===== config.mk =====
export PLATFORM = sky130hd
export DESIGN_NAME = fetch_decode_reg
export DESIGN_NICKNAME = d
export VERILOG_FILES = /design/src/rtl/fetch_decode_reg.sv
export SDC_FILE = /design/constraint.sdc
export NUM_CORES = 1
export LEC_CHECK = 0
export CAP_MARGIN = 25
export CORE_ASPECT_RATIO = 1.4
export CORE_MARGIN = 3
export CORE_UTILIZATION = 30
export DETAILED_ROUTE_END_ITERATION = 8
export PLACE_DENSITY = 0.71
export REMOVE_ABC_BUFFERS = 1
export SYNTH_ARGS = -nofsm -noshare
export SYNTH_HDL_FRONTEND = slang
export SYNTH_SLANG_ARGS = --single-unit

===== constraint.sdc =====
create_clock -name clk -period 1.8 [get_ports clk]
set_clock_uncertainty 0.05 [all_clocks]
set_input_delay 0.27 -clock clk [delete_from_list [all_inputs] [get_ports clk]]
set_output_delay 0.27 -clock clk [all_outputs]
set_load 0.1 [all_outputs]

===== src/rtl/fetch_decode_reg.sv =====
// ---------------------------------------------------------------------------
// fetch_decode_reg
//   F/D pipeline latch with stall / flush / halt control and a saturating
//   hazard-stall cycle counter.
//
// Ports
//   clk, rst_n       : clock (rising edge), asynchronous active-low reset
//   instr_in         : instruction from fetch memory
//   pc_plus2_in      : PC+2 of instr_in
//   fetch_valid      : instr_in valid this cycle (0 = memory not ready)
//   stall            : decode hazard stall for the instruction in instr_out
//   flush            : execute-stage redirect, F/D contents are wrong-path
//   instr_out        : decode-stage instruction
//   pc_plus2_out     : decode-stage PC+2
//   valid_out        : instr_out is a real instruction
//   pc_write_en      : PC register may load (combinational)
//   bubble_dx        : D/X latch loads a NOP this edge (combinational)
//   halted           : FSM is in HALT (registered)
//   stall_cycles     : saturating count of hazard-stall cycles
// ---------------------------------------------------------------------------
module fetch_decode_reg #(
    parameter logic [15:0] NOP_INSTR = 16'h0800,
    parameter logic [4:0]  HALT_OP   = 5'b00000
) (
    input  logic        clk,
    input  logic        rst_n,
    input  logic [15:0] instr_in,
    input  logic [15:0] pc_plus2_in,
    input  logic        fetch_valid,
    input  logic        stall,
    input  logic        flush,
    output logic [15:0] instr_out,
    output logic [15:0] pc_plus2_out,
    output logic        valid_out,
    output logic        pc_write_en,
    output logic        bubble_dx,
    output logic        halted,
    output logic [15:0] stall_cycles
);

    typedef enum logic {
        ST_RUN  = 1'b0,
        ST_HALT = 1'b1
    } state_t;

    state_t      state_q, state_d;
    logic [15:0] instr_q, instr_d;
    logic [15:0] pc_q, pc_d;
    logic        valid_q, valid_d;
    logic        halted_q;
    logic [15:0] cnt_q, cnt_d;
    logic        is_halt_op;

    assign is_halt_op = (instr_in[15:11] == HALT_OP);

    // F/D next-state, highest priority first. A stall holds even when fetch
    // memory is not ready so the stalled instruction is never overwritten.
    always_comb begin
        state_d = state_q;
        instr_d = instr_q;
        pc_d    = pc_q;
        valid_d = valid_q;
        if (flush) begin
            instr_d = NOP_INSTR;
            pc_d    = 16'h0000;
            valid_d = 1'b0;
            state_d = ST_RUN;
        end else if (state_q == ST_HALT) begin
            // hold everything until a redirect
        end else if (stall) begin
            // hold for the hazard
        end else if (!fetch_valid) begin
            // bubble, keep the last PC+2 for debug visibility
            instr_d = NOP_INSTR;
            valid_d = 1'b0;
        end else begin
            instr_d = instr_in;
            pc_d    = pc_plus2_in;
            valid_d = 1'b1;
            if (is_halt_op) state_d = ST_HALT;
        end

        cnt_d = cnt_q;
        if (state_q == ST_RUN && stall && !flush && cnt_q != 16'hFFFF)
            cnt_d = cnt_q + 16'd1;
    end

    always_ff @(posedge clk or negedge rst_n) begin
        if (!rst_n) begin
            state_q  <= ST_RUN;
            instr_q  <= NOP_INSTR;
            pc_q     <= 16'h0000;
            valid_q  <= 1'b0;
            halted_q <= 1'b0;
            cnt_q    <= 16'h0000;
        end else begin
            state_q  <= state_d;
            instr_q  <= instr_d;
            pc_q     <= pc_d;
            valid_q  <= valid_d;
            halted_q <= (state_d == ST_HALT);
            cnt_q    <= cnt_d;
        end
    end

    // Not advancing on the HALT fetch parks the PC on the HALT address.
    assign pc_write_en  = flush |
                          (state_q == ST_RUN && !stall && fetch_valid && !is_halt_op);
    assign bubble_dx    = flush | stall | !valid_q | halted_q;

    assign instr_out    = instr_q;
    assign pc_plus2_out = pc_q;
    assign valid_out    = valid_q;
    assign halted       = halted_q;
    assign stall_cycles = cnt_q;

endmodule


==> out/metrics.yaml, run 1 <==
logic_synthesis:
  synth.yosys.seq_area_share_pct: 60.6
  post_synth_fa_ha_maj_area_fraction_pct: 0.605
  netlist-cell-type-count: 31
  synth-xor-area-share_pct: 2.54
  main_combinational_cell_family_by_area_after_synthesis: "compound AO/OA/AOI/OAI gates"
  synth.ff_latch_count: 50
  synthesis.area_mm2: 0.00207
  synth_compound_gate_area_share_pct: 17.1
  synth_warnings: 0
  syn_area_per_cell_um2: 12.0
  synth_cells: 173
  synth.area.mux_share_pct: 3.21
  synthSimpleGateAreaFrac_pct: 13.5
placed_design:
  port_buffers: 88
  hpwl_after_dpl_mm: 4.60
  place_congestion: 0.941
  post-place-ws_ns: -0.501
  placed_area_mm2: 0.00385
final_layout:
  most_frequent_standard_cell_in_the_layout_excluding_fill_and_tap_cells: "buf_12"
  net_total_in_the_final_layout: 344
  register_area_mm2: 0.00125
  final_cell_mix: "54 x buf_12, 49 x dfrtp_1, 37 x buf_4"
  diode_count: 0
  multiInputGateArea_um2: 911
  finish.instance_area_mm2: 0.00416
  final_layout_size_suffix_gt1_share_pct: 41.4
  filler_cells: 520
  area_overhead_of_the_layout_relative_to_synthesis_pct: 101
sta:
  final_setup_violation_count: 6
  grt_setup_unrepaired: "yes"
  finalHoldViolCount: 0
  finalMaxSlewViolations: 0
  tightest_slew_ns: 0.581
  post-route-min-period_ns: 1.93
  worst_slack_setup_final_ns: -0.134
  layout_worst_path_cycle_share_pct: 107
  worst_relative_slew_slack_pct: 61.1
  fin_tns_setup_ns: -0.367
  max_freq_ghz: 0.517
critical_path:
  timing.critical_path.from_type: "register"
  required_ns: 1.93
  timing_worst_setup_path_type: "register to register"
  crit_arrival_ns: 2.07
  worstPathMaxFanout: 2
  critPathCaptureType: "register"
detailed_routing:
  post_drt_via_cell_ratio: 4.87
  vias: 1943
  wl_per_cell_um: 15.6
  postRouteWirelength_mm: 6.21
  drc: 0
  route.antenna.remaining_nets: 0
  drtIter0Drc: 83
  detailedRoute.firstPassIterationCount: 4
floorplan:
  core-area_mm2: 0.00666
  boundaryPins: 89
  rows: 35
  chipWidth_um: 76.2
  die_area_mm2: 0.00794
  start_util_pct: 31.1
  die_height_um: 104
clock_network:
  insertion_delay_ns: 0.29
  numCtsBuffers: 5
  tritoncts_num_sinks: 50
  ctsLongestPathBuffers: 2
  tritoncts_clock_tree: "done"
  clock_tree.root_cell: "clkbuf_8"
  clk_pin_slew_ns: 0.09
  cts.htree.levels: 2
flow_run:
  timing.max_cap.violations: 0
grt:
  grt_util_all_layers_pct: 15.2
  grt_antenna_before_repair: 0
  met3_usage_pct: 4.68
  globalRoute.totalOverflow: 0
  grt_pass1_wl_mm: 9.76
  grt_max_degree: 34
  number_of_global_route_vias_before_repair: 2077
  grt_most_used_layer: "met2"
  met2_track_utilization_from_global_routing_pct: 28.1
  grt.met1_usage_pct: 15.9
run_status:
  run_status: "finished, violations left"
  violations: "negative setup slack"
power_and_ir_drop:
  power.sequential.fraction_pct: 34.1
  power_density_mw_per_mm2: 937
  switchingPower_uw: 1620
  power_switching_share_pct: 41.7
  internal_power_uw: 2270
  vdd.ir_drop.worst_uv: 827
  leakagePower_uw: 0.00194
  clock_power_share_pct: 17.1
  share_comb_of_total_power_pct: 48.8
worst_hold_path:
  hp-class: "primary input to async pin"
-- worst max-delay path: stages, from the launching register on --
cell and delay [ns]:
dfrtp_1 0.41, or3b_4 0.38, or4_4 0.52, nor3_4 0.14, mux2_4 0.31
-- registers in the layout, indices dropped and copies added (netlist names) --
register / cells
pc_plus2_out: 16
stall_cycles: 16
valid_out: 1
halted: 1
instr_out: 16
-- Yosys cell counts --
cell      instances  area share [%]
a21o_1            1            0.36
a21oi_1           3            0.73
a22o_1           31              13
a22oi_1           1            0.36
a31oi_1           1            0.30
and3_1            1            0.30
and4b_1           1            0.48
buf_6             1            0.54
clkbuf_1          5            0.91
dfrtp_1          49              59
dfstp_2           1             1.3
ha_1              1            0.60
inv_1             6             1.1
mux2_1            1            0.54
mux2_2            4             2.2
mux2i_1           1            0.48
nand2_1          10             1.8
nand2b_1          2            0.60
nand3_1           6             1.5
nand4_1           5             1.5
nor2_1           11             2.0
nor3_1            9             2.2
nor3b_1           1            0.36
nor4_1            4             1.2
o21ai_0           6             1.5
o22ai_1           1            0.30
o31a_1            1            0.42
or3b_4            1            0.54
or4_4             1            0.54
or4b_2            1            0.48
xor2_1            6             2.5
-- kinds of logic (layout without fill, tap and decap cells) --
| family | count (synthesis) | count (layout) |
|---|---|---|
| simple gates | 53 | 53 |
| buf+inv | 12 | 146 |
| xor+xnor | 6 | 6 |
| compound gates | 45 | 45 |
| flops | 50 | 50 |
| mux | 6 | 6 |
| fa+ha+maj | 1 | 1 |
-- layer usage --
| metal | wire length (µm) | vias to the layer above |
|---|---|---|
| met4 | 148 | 0 |
| met1 | 2320 | 939 |
| li1 | - | 915 |
| met3 | 453 | 14 |
| met2 | 3280 | 75 |
| met5 | 0 | - |
-- timing repair --
action,CTS,global route
pin swaps,5,5
hold buffers,1,0
gates resized for setup,14,21
setup endpoints to repair,9,13
setup buffers,5,3
hold endpoints to repair,12,0
-- metrics by stage --
| step | hold slack [ns] | utilization [%] | power (µW) | cells |
|---|---|---|---|---|
| finish | 0.358 | 62.5 | 3890 | 399 |
| global route | 0.394 | 62.5 | 4030 | 399 |
| CTS | 0.366 | 60.6 | 3900 | 396 |
| detailed placement | 0.145 | 57.8 | 3230 | 382 |
| global placement | 0.142 | 57.6 | 3200 | 381 |
| floorplan | -0.0756 | - | 2350 | 167 |
-- layout make-up --
cell class                      count  area share [%]
Timing Repair Buffer              132            42.5
Clock buffer                        8            2.17
Tap cell                           92            2.77
Sequential cell                    50            30.1
Multi-Input combinational cell    111            21.9
Inverter                            6           0.542
-- power groups by stage --
stage / sequential [µW] / clock (µW) / combinational [µW]
after floorplan: 2150 / 0 / 195
after global placement: 1340 / 0 / 1860
after detailed placement: 1350 / 0 / 1880
after CTS: 1330 / 684 / 1890
after global routing: 1340 / 719 / 1980
final: 1330 / 666 / 1900
-- worst paths after layout --
path                                           start                           end  slack, ns  cells past startpoint
setup / recovery                    halted$_DFF_PN0_  stall_cycles[15]$_DFFE_PN0P_      -0.13                      4
hold / removal                                 rst_n   stall_cycles[6]$_DFFE_PN0P_       0.36                      2
setup reg to reg                    halted$_DFF_PN0_  stall_cycles[15]$_DFFE_PN0P_      -0.13                      4
hold reg to reg            instr_out[11]$_DFFE_PN1P_     instr_out[11]$_DFFE_PN1P_       0.46                      2
max in group asynchronous                      rst_n     instr_out[11]$_DFFE_PN1P_       0.82                      3
min in group clk                               flush              halted$_DFF_PN0_       0.45                      3
Power figures use the tool's default switching activity.
==> inputs of run 2 (changes only) <==
--- a/config.mk
+++ b/config.mk
@@ -5,6 +5,7 @@
 export SDC_FILE = /design/constraint.sdc
 export NUM_CORES = 1
 export LEC_CHECK = 0
+export ABC_AREA = 0
 export CAP_MARGIN = 25
 export CORE_ASPECT_RATIO = 1.4
 export CORE_MARGIN = 3
==> results of run 2 <==
Final layout, timing and power as in run 1 (identical DEF).
==> inputs of run 3 (changes only) <==
--- a/config.mk
+++ b/config.mk
@@ -8,7 +8,7 @@
 export ABC_AREA = 0
 export CAP_MARGIN = 25
 export CORE_ASPECT_RATIO = 1.4
-export CORE_MARGIN = 3
+export CORE_MARGIN = 10
 export CORE_UTILIZATION = 30
 export DETAILED_ROUTE_END_ITERATION = 8
 export PLACE_DENSITY = 0.71
==> out/metrics.yaml, run 3 (synthesis gave the netlist of run 1 again) <==
run_status:
  run_status: "finished, violations left"
  violations: "negative setup slack"
clock_network:
  tritoncts_clock_tree: "done"
  clock_tree.root_cell: "clkbuf_8"
  cts.htree.levels: 2
  ctsLongestPathBuffers: 2
  clk_pin_slew_ns: 0.09
  tritoncts_num_sinks: 50
  insertion_delay_ns: 0.30
  numCtsBuffers: 5
critical_path:
  timing_worst_setup_path_type: "register to register"
  cp_slowest_cell: "or4_4"
  timing.critical_path.from_type: "register"
  worstPathMaxFanout: 2
  critPathCaptureType: "register"
  crit_arrival_ns: 2.01
  required_ns: 1.94
  worstPathCellList: "or3b_4 -> or4_4 -> nor3_2 -> mux2_4"
  crit_path_max_incr_delay_ns: 0.49
grt:
  grt_util_all_layers_pct: 11.9
  number_of_global_route_vias_before_repair: 2058
  globalRoute.totalOverflow: 0
  grt_antenna_before_repair: 0
  grt_max_degree: 33
  grt_pass1_wl_mm: 10.6
power_and_ir_drop:
  vdd.ir_drop.worst_uv: 643
  power_density_mw_per_mm2: 979
  leakagePower_uw: 0.00188
  finalPower_uw: 4040
placed_design:
  port_buffers: 88
  place_congestion: 0.864
  post-place-ws_ns: -0.600
  hpwl_after_dpl_mm: 5.14
  dp.cells: 382
floorplan:
  die_area_mm2: 0.0107
  boundaryPins: 89
  chipWidth_um: 90.2
  core-area_mm2: 0.00666
  start_util_pct: 31.1
  rows: 35
  die_height_um: 118
final_layout:
  final_layout_size_suffix_gt1_share_pct: 40.7
  net_total_in_the_final_layout: 339
  diode_count: 0
  most_frequent_standard_cell_in_the_layout_excluding_fill_and_tap_cells: "buf_12"
  area_overhead_of_the_layout_relative_to_synthesis_pct: 99.5
  layout.cells.non_filler: 394
  final_cell_mix: "54 x buf_12, 49 x dfrtp_1, 33 x clkdlybuf4s50_1"
  final_util_pct: 62.0
sta:
  post-route-min-period_ns: 1.87
  layout_worst_path_cycle_share_pct: 104
  final_setup_violation_count: 5
  finalMaxSlewViolations: 0
  max_freq_ghz: 0.534
  minimum_hold_slack_ns: 0.409
  tightest_slew_ns: 0.597
  grt_setup_unrepaired: "yes"
  worst_relative_slew_slack_pct: 60.1
  finalHoldViolCount: 0
  worst_slack_setup_final_ns: -0.0739
detailed_routing:
  drc: 0
  post_drt_via_cell_ratio: 4.81
  wl_per_cell_um: 17.1
  postRouteWirelength_mm: 6.73
  route.antenna.remaining_nets: 0
  vias: 1897
  detailedRoute.firstPassIterationCount: 4
  drtIter0Drc: 80
flow_run:
  timing.max_cap.violations: 0
worst_hold_path:
  hp-class: "primary input to async pin"
-- run 3: through the flow --
| stage | cell area, µm² | TNS [ns] |
|---|---|---|
| floorplan | 2040 | -51.70 |
| global placement | 3830 | -11.68 |
| detailed placement | 3850 | -6.28 |
| CTS | 4030 | -0.293 |
| global route | 4130 | -0.940 |
| finish | 4130 | -0.287 |
-- run 3: path summary, 6_finish.rpt --
path / slack (ns) / cells past startpoint / start / endpoint
worst max-delay path: -0.07 / 4 / halted$_DFF_PN0_ / stall_cycles[15]$_DFFE_PN0P_
worst min-delay path: 0.41 / 2 / rst_n / stall_cycles[10]$_DFFE_PN0P_
worst max register to register: -0.07 / 4 / halted$_DFF_PN0_ / stall_cycles[15]$_DFFE_PN0P_
worst min register to register: 0.46 / 2 / instr_out[11]$_DFFE_PN1P_ / instr_out[11]$_DFFE_PN1P_
max in group asynchronous: 0.70 / 3 / rst_n / instr_out[11]$_DFFE_PN1P_
min in group clk: 0.45 / 3 / instr_in[11] / instr_out[11]$_DFFE_PN1P_
-- run 3: area by class of cell --
cell class / instances / area [µm²]
tap: 92 / 115
clock inverter: 3 / 43.8
timing repair buffer: 127 / 1730
fill: 529 / 2530
inverter: 6 / 22.5
clock buffer: 5 / 68.8
multi-input combinational: 111 / 893
sequential: 50 / 1250
-- run 3: layer usage --
layer / vias to the layer above / global-route usage (%) / routed length, µm / part of all wire (%)
met1: 921 / 12.5 / 2550 / 38
met5: - / 0 / 0 / 0
li1: 900 / - / - / -
met4: 0 / 2.89 / 34 / 0.51
met2: 72 / 20.7 / 3530 / 52
met3: 4 / 6.08 / 618 / 9.2
-- run 3: where the power goes --
group	leakage, µW	internal [µW]	switching (µW)
clock network	0.0000585	417	384
logic	0.00116	717	1200
registers	0.000662	1230	91.0
total	0.00188	2360	1670
-- run 3: what timing repair did --
item / CTS / global route
setup endpoints to repair: 11 / 12
resized for setup: 11 / 21
pin swaps: 3 / 5
buffers inserted: 3 / 0
endpoints found under the hold margin: 18 / 0
hold buffers: 1 / 0
-- run 3: worst max-delay path, delay by kind of cell (launching register included) --
| family | cells | cell delay, ns |
|---|---|---|
| flops | 1 | 0.40 |
| mux | 1 | 0.31 |
| simple gates | 3 | 1.01 |
==> RTL change: new RTL, config.mk and constraints of run 3 <==
Take the reset off `pc_q` and load it in a clocked block of its own.
--- a/src/rtl/fetch_decode_reg.sv
+++ b/src/rtl/fetch_decode_reg.sv
@@ -91,3 +91,2 @@
             instr_q  <= NOP_INSTR;
-            pc_q     <= 16'h0000;
             valid_q  <= 1'b0;
@@ -98,3 +97,2 @@
             instr_q  <= instr_d;
-            pc_q     <= pc_d;
             valid_q  <= valid_d;
@@ -103,2 +101,6 @@
         end
+    end
+
+    always_ff @(posedge clk) begin
+        pc_q <= pc_d;
     end
Function: changed (Yosys sat finds a counterexample within 4 cycles, from zero or initial values and one cycle with rst_n low).
==> RTL change against run 3 <==
  * Die area fell by 2.4%
  * Total power fell by 11%
  * Area after synthesis fell by 3.0%
  * First-iteration DRC count fell by 2.5%
  * Sequential cell count did not move
  * Worst setup slack improved by 0.16 ns
  * Sequential share of layout area fell by 0.31 points
  * Cell area fell by 5.3%
  * Routed wire length fell by 10%
  * Critical endpoint is now pc_write_en
  * Largest power group unchanged
  * Highest routed layer unchanged
==> RTL change: results (changes against run 3) <==
* First-pass GRT wire length at 9.54 mm (was 10.6 mm)
* CP Capture Point: pc_write_en (was stall_cycles[15]$_DFFE_PN0P_)
* Hold/Removal Path Class: input pin to register (was input pin to async pin)
* Async SR Flop Fraction at 0.680 (was 1.00)
* Dpl cells at 380 (was 382)
* Routed met1 length at 2.40 mm (was 2.55 mm)
* Wire length on met2 at 3.03 mm (was 3.53 mm)
* Status: finished clean (was complete, but fails checks)
* Placement Cell Area at 0.00373 mm2 (was 0.00385 mm2)
* Most common library cells after synthesis: nand2_1, dfrtp_1, a21oi_1 (was dfrtp_1, a22o_1, nor2_1)
* Crit. Startpoint: instr_in[11] (was halted$_DFF_PN0_)
* Non-clk invs at 3 (was 6)
* Core area at 0.00653 mm2 (was 0.00666 mm2)
* Seq area share at 0.301 (was 0.304)
* Fraction of cell area in non-clock buffers at 0.435 (was 0.419)
* Sequential cell area fraction in the yosys report at 0.585 (was 0.606)
* Vias in the first global route at 1927 (was 2058)
* Avg Vias per Cell at 4.65 (was 4.81)
* Area contributors post-synth: dfrtp_1, dfxtp_1, nand2_1 (was dfrtp_1, a22o_1, xor2_1)
* Met3 Routed Length at 558 um (was 618 um)
* Leakage at 1.76 nW (was 1.88 nW)
* Fillers at 512 (was 529)
* Half-perimeter wire length after placement at 4.84 mm (was 5.14 mm)
* Routability Congestion at 0.784 (was 0.864)
* R2R setup slack at 0.12 ns (was -0.07 ns)
* # resized after CTS at 6 (was 11)
* Fin Hold WS at 0.173 ns (was 0.409 ns)
* Layout cells sized above 1 at 0.357 (was 0.407)
* Nets at 356 (was 339)
* Worst-path clk slew at 0.11 ns (was 0.09 ns)
* Worst EP arrival at 1.40 ns (was 2.01 ns)
* Clock-cell share of area at 0.0250 (was 0.0273)
* PnR worst setup slack at 0.0812 ns (was -0.0739 ns)
* Reported combinational group power at 1.58 mW (was 1.92 mW)
* Reg-to-reg startpoint: stall_cycles[6]$_DFFE_PN0P_ (was halted$_DFF_PN0_)
* Postcts setup bufs at 1 (was 3)
* Multi-input gate share of total cell area at 0.212 (was 0.217)
* Power, Total at 3.59 mW (was 4.04 mW)
* Relative slew slack at 0.570 (was 0.601)
* Clock-net power at 0.714 mW (was 0.801 mW)
* Synth Area per Inst at 10.6 um2 (was 12.0 um2)
* 1st-iter DRT viols at 78 (was 80)
* Setup WS pre-CTS at -0.321 ns (was -0.600 ns)
* Critical R2R Capture: stall_cycles[1]$_DFFE_PN0P_ (was stall_cycles[15]$_DFFE_PN0P_)
* Area of the multi-input gates at 830 um2 (was 893 um2)
* DR vias at 1829 (was 1897)
* Multi-input comb cells at 131 (was 111)
-- RTL change: changes by cell type in the layout (fill, tap and decap cells not counted), moves of 4 or more --
cell,run 3,this run
dfrtp_1,49,32
nand3_1,6,10
xnor2_1,0,8
a21oi_1,3,19
nor3_4,4,0
inv_1,6,2
nand2_1,10,36
a22o_1,31,15
dfxtp_1,0,16
buf_4,32,38
-- RTL change: cells by family after synthesis --
group           Yosys count  synth area share
xor+xnor                 12            0.0524
buf+inv                   9            0.0187
compound gates           40             0.133
flops                    50             0.585
fa+ha+maj                 1           0.00624
simple gates             77             0.198
mux                       1           0.00748
-- RTL change: worst max-delay path: stages --
cell	delay, ns
dlygate4sd2_1	0.25
or4_4	0.49
nor2_4	0.13
o21bai_4	0.09
buf_12	0.16
-- RTL change: layer usage --
metal,global-route usage,vias to the layer above
met5,0,-
met2,0.196,64
met3,0.0544,5
met1,0.128,841
li1,-,919
met4,0.0319,0
